$ cat config.mk
export PLATFORM = sky130hd
export DESIGN_NAME = uart_line_echo
export DESIGN_NICKNAME = d
export VERILOG_FILES = /design/src/rtl/uart_echo_pkg.sv /design/src/rtl/uart_line_echo_buf.sv /design/src/rtl/uart_line_echo.sv
export SDC_FILE = /design/constraint.sdc
export NUM_CORES = 1
export LEC_CHECK = 0
export BUFFER_PORTS_ARGS = -buffer_cell sky130_fd_sc_hd__buf_2
export CAP_MARGIN = 20
export CORE_MARGIN = 1
export CORE_UTILIZATION = 25
export CTS_CLUSTER_SIZE = 20
export DETAILED_ROUTE_END_ITERATION = 16
export PLACE_DENSITY = 0.43
export REMOVE_ABC_BUFFERS = 1
export SLEW_MARGIN = 20
export SYNTH_ARGS = -nofsm -noshare
export SYNTH_HDL_FRONTEND = slang
export SYNTH_SLANG_ARGS = --single-unit
$ cat constraint.sdc
create_clock -name clk -period 4.4 [get_ports clk]
set_clock_uncertainty 0.05 [all_clocks]
set_input_delay 0.88 -clock clk [delete_from_list [all_inputs] [get_ports clk]]
set_output_delay 0.88 -clock clk [all_outputs]
set_load 0.02 [all_outputs]
$ cat src/rtl/uart_echo_pkg.sv
// Shared FSM state type and ASCII constants for the uart_line_echo controller.
package uart_echo_pkg;

  typedef enum logic [2:0] {
    IDLE     = 3'd0,
    RD_WAIT  = 3'd1,
    CAPTURE  = 3'd2,
    DRAIN    = 3'd3,
    TX_ISSUE = 3'd4,
    TX_WAIT  = 3'd5,
    LF_ISSUE = 3'd6
  } state_t;

  localparam logic [7:0] CR = 8'h0D;
  localparam logic [7:0] LF = 8'h0A;
  localparam logic [7:0] BS = 8'h08;

endpackage

$ cat src/rtl/uart_line_echo_buf.sv
// Line buffer for uart_line_echo: DEPTH x 8 registers, synchronous write, combinational read.
module echo_line_buf #(
  parameter int DEPTH = 64,
  parameter int AW    = $clog2(DEPTH)
) (
  input  logic          clk,
  input  logic          wr_en,
  input  logic [AW-1:0] wr_addr,
  input  logic [7:0]    wr_data,
  input  logic [AW-1:0] rd_addr,
  output logic [7:0]    rd_data
);

  logic [7:0] mem_r [DEPTH];

  // Storage write; contents are deliberately left unreset, level tracks validity.
  always_ff @(posedge clk) begin
    if (wr_en) begin
      mem_r[wr_addr] <= wr_data;
    end
  end

  assign rd_data = mem_r[rd_addr];

endmodule

$ cat src/rtl/uart_line_echo.sv
// Byte/line echo controller between the UART RX FIFO read side and TX start side.
// Define UART_LINE_ECHO_CRLF_EN to follow every echoed terminator with an LF byte.
module uart_line_echo #(
  parameter int         DEPTH = 64,
  parameter logic [7:0] TERM  = uart_echo_pkg::CR,
  parameter logic [7:0] BS    = uart_echo_pkg::BS,
  parameter int         CNT_W = 16
) (
  input  logic                         clk,
  input  logic                         rst,
  input  logic                         line_mode,
  input  logic                         uart_rx_ready,
  output logic                         uart_rx_read,
  input  logic [7:0]                   uart_rx_byte,
  input  logic                         uart_tx_full,
  output logic                         uart_tx_start,
  output logic [7:0]                   uart_tx_data_in,
  output logic                         busy,
  output logic [$clog2(DEPTH+1)-1:0]   level,
  output logic [CNT_W-1:0]             lines_echoed
);

  import uart_echo_pkg::*;

  localparam int AW = $clog2(DEPTH);
  localparam int LW = $clog2(DEPTH + 1);
  localparam logic [LW-1:0]    DEPTH_L = LW'(DEPTH);
  localparam logic [LW-1:0]    LVL_ONE = LW'(1);
  localparam logic [AW-1:0]    PTR_ONE = AW'(1);
  localparam logic [CNT_W-1:0] CNT_ONE = CNT_W'(1);

  state_t           state_r;
  logic             mode_r;
  logic             rx_read_r;
  logic             tx_start_r;
  logic             lf_done_r;
  logic [7:0]       byte_r;
  logic [7:0]       tx_data_r;
  logic [AW-1:0]    rd_ptr_r;
  logic [LW-1:0]    level_r;
  logic [CNT_W-1:0] lines_r;

  logic             wr_en_s;
  logic [7:0]       rd_data_s;
  logic             last_s;
  logic             lf_want_s;

  assign wr_en_s = (state_r == CAPTURE) && mode_r && (uart_rx_byte != BS);
  assign last_s  = (LW'(rd_ptr_r) + LVL_ONE) >= level_r;

`ifdef UART_LINE_ECHO_CRLF_EN
  // A terminator just went out and its LF has not been issued yet.
  assign lf_want_s = !lf_done_r && (tx_data_r == TERM);
`else
  assign lf_want_s = 1'b0;
`endif

  echo_line_buf #(
    .DEPTH (DEPTH),
    .AW    (AW)
  ) u_buf (
    .clk     (clk),
    .wr_en   (wr_en_s),
    .wr_addr (level_r[AW-1:0]),
    .wr_data (uart_rx_byte),
    .rd_addr (rd_ptr_r),
    .rd_data (rd_data_s)
  );

  // Control FSM: RX pop handshake, line editing, flush sequencing and line counter.
  always_ff @(posedge clk or posedge rst) begin
    if (rst) begin
      state_r    <= IDLE;
      mode_r     <= 1'b0;
      rx_read_r  <= 1'b0;
      tx_start_r <= 1'b0;
      lf_done_r  <= 1'b0;
      byte_r     <= 8'h00;
      tx_data_r  <= 8'h00;
      rd_ptr_r   <= {AW{1'b0}};
      level_r    <= {LW{1'b0}};
      lines_r    <= {CNT_W{1'b0}};
    end else begin
      case (state_r)
        IDLE: begin
          mode_r <= line_mode;
          if (uart_rx_ready) begin
            rx_read_r <= 1'b1;
            state_r   <= RD_WAIT;
          end
        end

        RD_WAIT: begin
          rx_read_r <= 1'b0;
          state_r   <= CAPTURE;
        end

        CAPTURE: begin
          if (!mode_r) begin
            byte_r  <= uart_rx_byte;
            state_r <= TX_ISSUE;
          end else if (uart_rx_byte == BS) begin
            if (level_r != {LW{1'b0}}) begin
              level_r <= level_r - LVL_ONE;
            end
            state_r <= IDLE;
          end else begin
            level_r <= level_r + LVL_ONE;
            if ((uart_rx_byte == TERM) || ((level_r + LVL_ONE) == DEPTH_L)) begin
              rd_ptr_r <= {AW{1'b0}};
              state_r  <= DRAIN;
            end else begin
              state_r <= IDLE;
            end
          end
        end

        DRAIN: begin
          if (!uart_tx_full) begin
            tx_data_r  <= rd_data_s;
            tx_start_r <= 1'b1;
            state_r    <= TX_WAIT;
          end
        end

        TX_ISSUE: begin
          if (!uart_tx_full) begin
            tx_data_r  <= byte_r;
            tx_start_r <= 1'b1;
            state_r    <= TX_WAIT;
          end
        end

`ifdef UART_LINE_ECHO_CRLF_EN
        LF_ISSUE: begin
          if (!uart_tx_full) begin
            tx_data_r  <= LF;
            tx_start_r <= 1'b1;
            lf_done_r  <= 1'b1;
            state_r    <= TX_WAIT;
          end
        end
`endif

        // Line completion (level clear, count) waits until any trailing LF is out.
        TX_WAIT: begin
          tx_start_r <= 1'b0;
          lf_done_r  <= 1'b0;
          if (mode_r && !last_s) begin
            rd_ptr_r <= rd_ptr_r + PTR_ONE;
            state_r  <= DRAIN;
          end else if (lf_want_s) begin
            state_r <= LF_ISSUE;
          end else begin
            if (mode_r) begin
              level_r <= {LW{1'b0}};
              lines_r <= lines_r + CNT_ONE;
            end
            state_r <= IDLE;
          end
        end

        default: begin
          rx_read_r  <= 1'b0;
          tx_start_r <= 1'b0;
          state_r    <= IDLE;
        end
      endcase
    end
  end

  assign uart_rx_read    = rx_read_r;
  assign uart_tx_start   = tx_start_r;
  assign uart_tx_data_in = tx_data_r;
  assign level           = level_r;
  assign lines_echoed    = lines_r;
  assign busy            = (state_r != IDLE) || (level_r != {LW{1'b0}});

endmodule

==> qor.yml, run 1 <==
place:
  dp_cells: 2381
  pre_cts_slack_ps: 599
  globalplace.congestion: 0.802
  buffer_ports.inserted: 46
  place_hpwl_um: 38800
yosys:
  synth_seq_cells: 563
  synth_edf_count: 512
  synth_sequential_area_ratio: 0.741
  syn_area_per_cell_um2: 18.8
  yosysUniqueCellTypes: 51
  synth_flop_cell: "edfxtp_1"
  postSynth.asyncResetShare: 0.0906
  synth_area_mm2: 0.0225
  syn_inst: 1192
  yosysWarningCount: 0
worst_setup_path:
  rr_worst_depth: 6
  worstPathArrival_ps: 3600
  setup.worst_path.class: "reg2reg"
  critical_path_peak_fanout: 13
  worstSetupStartpointType: "flip-flop"
  critPathCaptureType: "flip-flop"
  worst_ep_required_time_ps: 4610
detailed_routing:
  antenna_violating_nets_post_route: 0
  routedWlPerCell_um: 24.3
  route.detailed.drc: 0
  detail_route.vias_per_cell: 4.66
  vias: 11600
  detail_route.wirelength_um: 60500
  drt-initial-drc-count: 967
  detail_route.first_pass.iterations: 11
sta:
  fin_tns_setup_ps: 0
  min_period_over_period: 0.771
  rsz0062_at_grt: "false"
  timing.fmax_mhz: 295
  hold_viol: 0
  worst_pin_slew_ps: 1110
  final.setup.worst_slack_ps: 1010
  final_max_slew_viol_count: 0
  setup_violations: 0
  max_transition_margin: 0.259
  min_period_ps: 3390
clocking:
  postCtsHoldBufs: 0
  clock_tree.buffer_depth: 3
  cts_resized: 0
  cts_root_buf: "clkbuf_16"
  path_clk_slew_ps: 60
  cts_tree: "built"
  cts_inserted_buffers: 60
  worstSkewPairLatency_ps: 640
  post-cts-setup-buffers: 0
  clock_sinks: 563
  clock_tree.htree_level_count: 2
power:
  total_leakage_power_nw: 8.31
  total_power_divided_by_cell_area_mw_per_mm2: 602
  ir_worst_vdd_v: 0.000466
floorplan:
  initial_utilization: 0.253
  core_mm2: 0.0886
  num_io_pins: 47
  die-width_um: 302
  floorplan.rows: 109
  die_h_um: 302
  die-area_mm2: 0.0910
global_route:
  grt_pass1_wl_um: 88500
  overflow: 0
  all_layer_global_routing_usage: 0.134
  number_of_antenna_violations_at_the_first_check_in_global_routing: 3
  maximum_number_of_pins_on_one_net_before_global_route_repair: 88
  grt_pass1_vias: 12200
outcome:
  outcome: "finished clean"
worst_hold_path:
  holdCritPathClass: "in2async"
finish:
  drive_gt1_frac: 0.249
  finalNetCount: 1303
  layout.cells.non_filler: 2492
  syn_to_final_growth_pct: 16.9
  num_antenna_cells: 0
flow_run:
  cap_violations: 0
[layout make-up]
| type | count | area (um2) |
|---|---|---|
| fill | 8717 | 62400 |
| sequential | 563 | 16700 |
| multi-input combinational | 544 | 5430 |
| clock buffer | 75 | 1590 |
| tap | 1165 | 1460 |
| timing repair buffer | 90 | 611 |
| clock inverter | 36 | 438 |
| inverter | 19 | 71.3 |
[cells by family (layout without fill, tap and decap cells)]
logic type | Yosys count | after routing | share of synthesized area
AO/OA/AOI/OAI | 139 | 139 | 0.0414
XOR/XNOR | 20 | 20 | 0.00780
adder cells (fa/ha/maj) | 12 | 12 | 0.00669
buffers and inverters | 85 | 220 | 0.0174
flip-flops | 563 | 563 | 0.741
multiplexers | 145 | 145 | 0.136
AND/OR/NAND/NOR | 228 | 228 | 0.0488
[sequential cells by signal (all words and copies together) (netlist names)]
| register | flops |
|---|---|
| u_buf.mem_r | 512 |
| mode_r | 1 |
| uart_tx_data_in | 8 |
| lines_echoed | 16 |
| uart_tx_start | 1 |
| byte_r | 8 |
| uart_rx_read | 1 |
| rd_ptr_r | 6 |
| state_r | 3 |
| level | 7 |
[routing by layer]
metal | global-route usage | vias to the layer above | part of all wire
li1 | - | 5021 | -
met1 | 0.177 | 6229 | 0.44
met2 | 0.228 | 276 | 0.50
met3 | 0.0239 | 75 | 0.045
met4 | 0.0304 | 0 | 0.017
met5 | 0 | - | 0
[stage by stage]
stage,total power [mW],util,cell area [um2],hold WS [ps]
after detailed placement,10.8,0.273,24200,425
after floorplan,9.40,-,22100,431
after global routing,16.5,0.296,26300,279
final,15.8,0.296,26300,255
after global placement,10.8,0.273,24200,425
after CTS,16.1,0.296,26300,235
[critical path, stage by stage (launching register included)]
cell	delay, ps
dfrtp_1	510
nand2b_1	230
nor2_1	270
nand2_1	260
nor2_1	300
nand3_1	590
nor2_1	790
[worst paths after layout]
check                                        startpoint                      endpoint  slack [ps]
max reg2reg                      state_r[2]$_DFFE_PP0P_  u_buf.mem_r[40][2]$_DFFE_PP_        1010
min                                                 rst  lines_echoed[11]$_DFFE_PP0P_         260
max in group asynchronous                           rst       rd_ptr_r[2]$_DFFE_PP0P_        3210
min in group clk                              line_mode            mode_r$_DFFE_PP0P_         410
min reg2reg                lines_echoed[15]$_DFFE_PP0P_  lines_echoed[15]$_DFFE_PP0P_         430
max                              state_r[2]$_DFFE_PP0P_  u_buf.mem_r[40][2]$_DFFE_PP_        1010
[cells in the mapped netlist, types with 6 or more instances]
| library cell | number | area (um2) |
|---|---|---|
| edfxtp_1 | 512 | 15400 |
| mux4_2 | 128 | 2880 |
| nor2_1 | 84 | 315 |
| a22oi_1 | 64 | 480 |
| dfrtp_1 | 51 | 1280 |
| clkbuf_1 | 45 | 169 |
| nand2_1 | 43 | 161 |
| a21oi_1 | 38 | 190 |
| nand3_1 | 26 | 130 |
| inv_1 | 17 | 63.8 |
| xnor2_1 | 17 | 149 |
| nor3_1 | 15 | 75.1 |
| ha_1 | 12 | 150 |
| or4_1 | 11 | 82.6 |
| a31oi_1 | 10 | 62.6 |
| mux2_2 | 10 | 113 |
| buf_2 | 9 | 45.0 |
| or3_1 | 9 | 56.3 |
| nand4_1 | 8 | 50.1 |
| buf_6 | 7 | 78.8 |
| mux2i_1 | 7 | 70.1 |
| nor4_1 | 7 | 43.8 |
| o21ai_0 | 7 | 35.0 |
| and3_1 | 6 | 37.5 |
[power by group]
| part | internal (mW) | total [mW] | leakage, nW | switching (mW) |
|---|---|---|---|---|
| combinational | 1.76 | 4.28 | 2.12 | 2.53 |
| clock | 3.08 | 5.22 | 0.981 | 2.14 |
| sequential | 6.02 | 6.31 | 5.22 | 0.284 |
[cells in the final DEF, fill, tap and decap left out, drive strengths merged, types with 17 or more instances in the layout]
cell	Yosys	layout
a21oi	38	38
nor2	84	84
nand3	27	27
buf	20	90
edfxtp	512	512
clkbuf	46	75
inv	19	21
nand2	43	43
a22oi	64	64
xnor2	17	17
dfrtp	51	51
mux4	128	128
clkinv	0	21
(Power assumes the default switching activity.)
==> run 2: changes to the inputs <==
- PLACE_DENSITY: 0.43 -> 0.44
- clock period: 4.4 -> 3.1 ns (I/O delays scaled with it)
==> run 2 against run 1 <==
Sequential share of layout area shrank 1.6 points. Fmax up 15%. Final cell count grew 2.7%. Sequential cell count stayed put. Routed wire length increased by 0.48%. Critical path type unchanged. Largest power group unchanged.
==> qor.yml, run 2 (same netlist as run 1, synthesis figures left out) <==
detailed_routing:
  vias: 11800  # +1.6%
  detail_route.first_pass.iterations: 7  # -4
  detail_route.vias_per_cell: 4.61  # -1.1%
  routedWlPerCell_um: 23.8  # -2.2%
  route.detailed.drc: 0  # unchanged
  antenna_violating_nets_post_route: 0  # unchanged
  drt-initial-drc-count: 838  # -13%
  detail_route.wirelength_um: 60800  # +0.48%
floorplan:
  floorplan.rows: 109  # unchanged
  die-width_um: 302  # unchanged
  die-area_mm2: 0.0910  # unchanged
  num_io_pins: 47  # unchanged
  core_mm2: 0.0886  # unchanged
  initial_utilization: 0.253  # unchanged
  die_h_um: 302  # unchanged
finish:
  most_frequent_standard_cell_in_the_layout_excluding_fill_and_tap_cells: "edfxtp_1"
  design_area_mm2: 0.0269  # +2.6%
  syn_to_final_growth_pct: 19.9
  final_cell_mix: "512 x edfxtp_1, 128 x mux4_2, 95 x buf_4, 83 x nor2_1, 64 x a22oi_1"
  drive_gt1_frac: 0.286  # +0.0373
  finalNetCount: 1369  # +5.1%
  largest-register: "u_buf.mem_r"
  nFillCells: 8661  # -0.64%
  num_antenna_cells: 0  # unchanged
  largest_register_ff_count: 512  # unchanged
global_route:
  grt_pass1_vias: 12500  # +2.4%
  maximum_number_of_pins_on_one_net_before_global_route_repair: 66  # -25%
  all_layer_global_routing_usage: 0.134  # +0.000257
  overflow: 0  # unchanged
  grt_pass1_wl_um: 88600  # +0.12%
  number_of_antenna_violations_at_the_first_check_in_global_routing: 4  # +1
clocking:
  path_clk_slew_ps: 70  # about the same
  cts_root_buf: "clkbuf_16"
  clock_tree.htree_level_count: 2  # unchanged
  worstSkewPairLatency_ps: 620  # -20 ps
  cts_inserted_buffers: 61  # +1.7%
  cts_tree: "built"
  post-cts-setup-buffers: 0  # unchanged
  clock_sinks: 563  # unchanged
  postCtsHoldBufs: 0  # unchanged
  clock_tree.buffer_depth: 3  # unchanged
  cts_resized: 0  # unchanged
place:
  pre_cts_slack_ps: 30.2  # -569 ps
  placement.cell_area_mm2: 0.0248  # +2.5%
  globalplace.congestion: 0.806  # +0.55%
  buffer_ports.inserted: 46  # unchanged
  place_hpwl_um: 38700  # about the same
flow_run:
  cap_violations: 0  # unchanged
worst_setup_path:
  critical_path_peak_fanout: 20  # +7
  reg2reg_to: "uart_tx_data_in[5]$_DFFE_PP0P_"
  worst_ep_required_time_ps: 3530  # -1080 ps
  rr_worst_depth: 8  # +2
  critPathCaptureType: "flip-flop"
  worstSetupStartpointType: "flip-flop"
  critPathLaunch: "rd_ptr_r[0]$_DFFE_PP0P_"
  internal_reg_to_reg_setup_slack_ps: 160  # -850 ps
  critical_path.endpoint: "uart_tx_data_in[5]$_DFFE_PP0P_"
  worstPathArrival_ps: 3380  # -220 ps
  setup.worst_path.class: "reg2reg"
  worstReg2RegStart: "rd_ptr_r[0]$_DFFE_PP0P_"
worst_hold_path:
  holdCritPathClass: "in2async"
power:
  total_leakage_power_nw: 8.71  # +4.8%
  ir_worst_vdd_v: 0.000474  # +1.7%
  p_total_mw: 22.8  # +44%
  total_power_divided_by_cell_area_mw_per_mm2: 847  # +41%
sta:
  finalHoldWorstSlack_ps: 50.1  # -205 ps
  final_max_slew_viol_count: 0  # unchanged
  setup_violations: 0  # unchanged
  final.setup.worst_slack_ps: 155  # -851 ps
  rsz0062_at_grt: "false"
  fin_tns_setup_ps: 0  # unchanged
  timing.fmax_mhz: 340  # +15%
  hold_viol: 0  # unchanged
  max_transition_margin: 0.362  # +0.103
  min_period_ps: 2940  # -449 ps
  min_period_over_period: 0.950  # +0.179
  worst_pin_slew_ps: 954  # -157 ps
outcome:
  outcome: "finished clean"
[run 2: metal layers]
layer,vias up,share of wire,global-route usage
li1,5177,-,-
met4,0,0.018,0.0343
met1,6305,0.43,0.174
met2,235,0.50,0.231
met5,-,0,0
met3,75,0.045,0.0245
[run 2: worst max-delay path, cell delays in order (launching register included)]
cell and delay, ps:
dfrtp_4 480, buf_12 170, buf_12 210, mux4_2 540, a22oi_1 390, a21oi_1 190, or4_1 550, nand2_1 90
a31oi_1 100
[run 2: final cells by class]
class                           instances  area (um2)  area share
Tap cell                             1165        1460      0.0541
Clock buffer                           80        1670      0.0620
Multi-Input combinational cell        544        5430       0.202
Clock inverter                         34         414      0.0154
Sequential cell                       563       16700       0.619
Timing Repair Buffer                  155        1220      0.0454
Inverter                               19        71.3     0.00265
[run 2: where the power goes]
part	leakage (nW)	switching, mW	internal, mW
Combinational	2.49	3.70	2.76
Sequential	5.22	0.279	8.55
Clock	1.01	3.00	4.52
Total	8.71	6.98	15.8
[run 2: worst min-delay path by stage]
stage / from / endpoint / slack, ps / cells after the start
after floorplan: byte_r[0]$_DFFE_PP0P_ / byte_r[0]$_DFFE_PP0P_ / 430 / 1
after global routing: rst / uart_tx_start$_DFFE_PP0P_ / 90 / 2
final: rst / lines_echoed[15]$_DFFE_PP0P_ / 50 / 2
after detailed placement: lines_echoed[15]$_DFFE_PP0P_ / lines_echoed[15]$_DFFE_PP0P_ / 410 / 1
after global placement: lines_echoed[15]$_DFFE_PP0P_ / lines_echoed[15]$_DFFE_PP0P_ / 410 / 1
after CTS: rst / uart_rx_read$_DFFE_PP0P_ / 40 / 2
[run 2: metrics by stage]
stage	std cells	utilization
finish	2560	0.304
CTS	2560	0.304
global route	2560	0.304
detailed placement	2446	0.280
global placement	2446	0.280
floorplan	1126	-
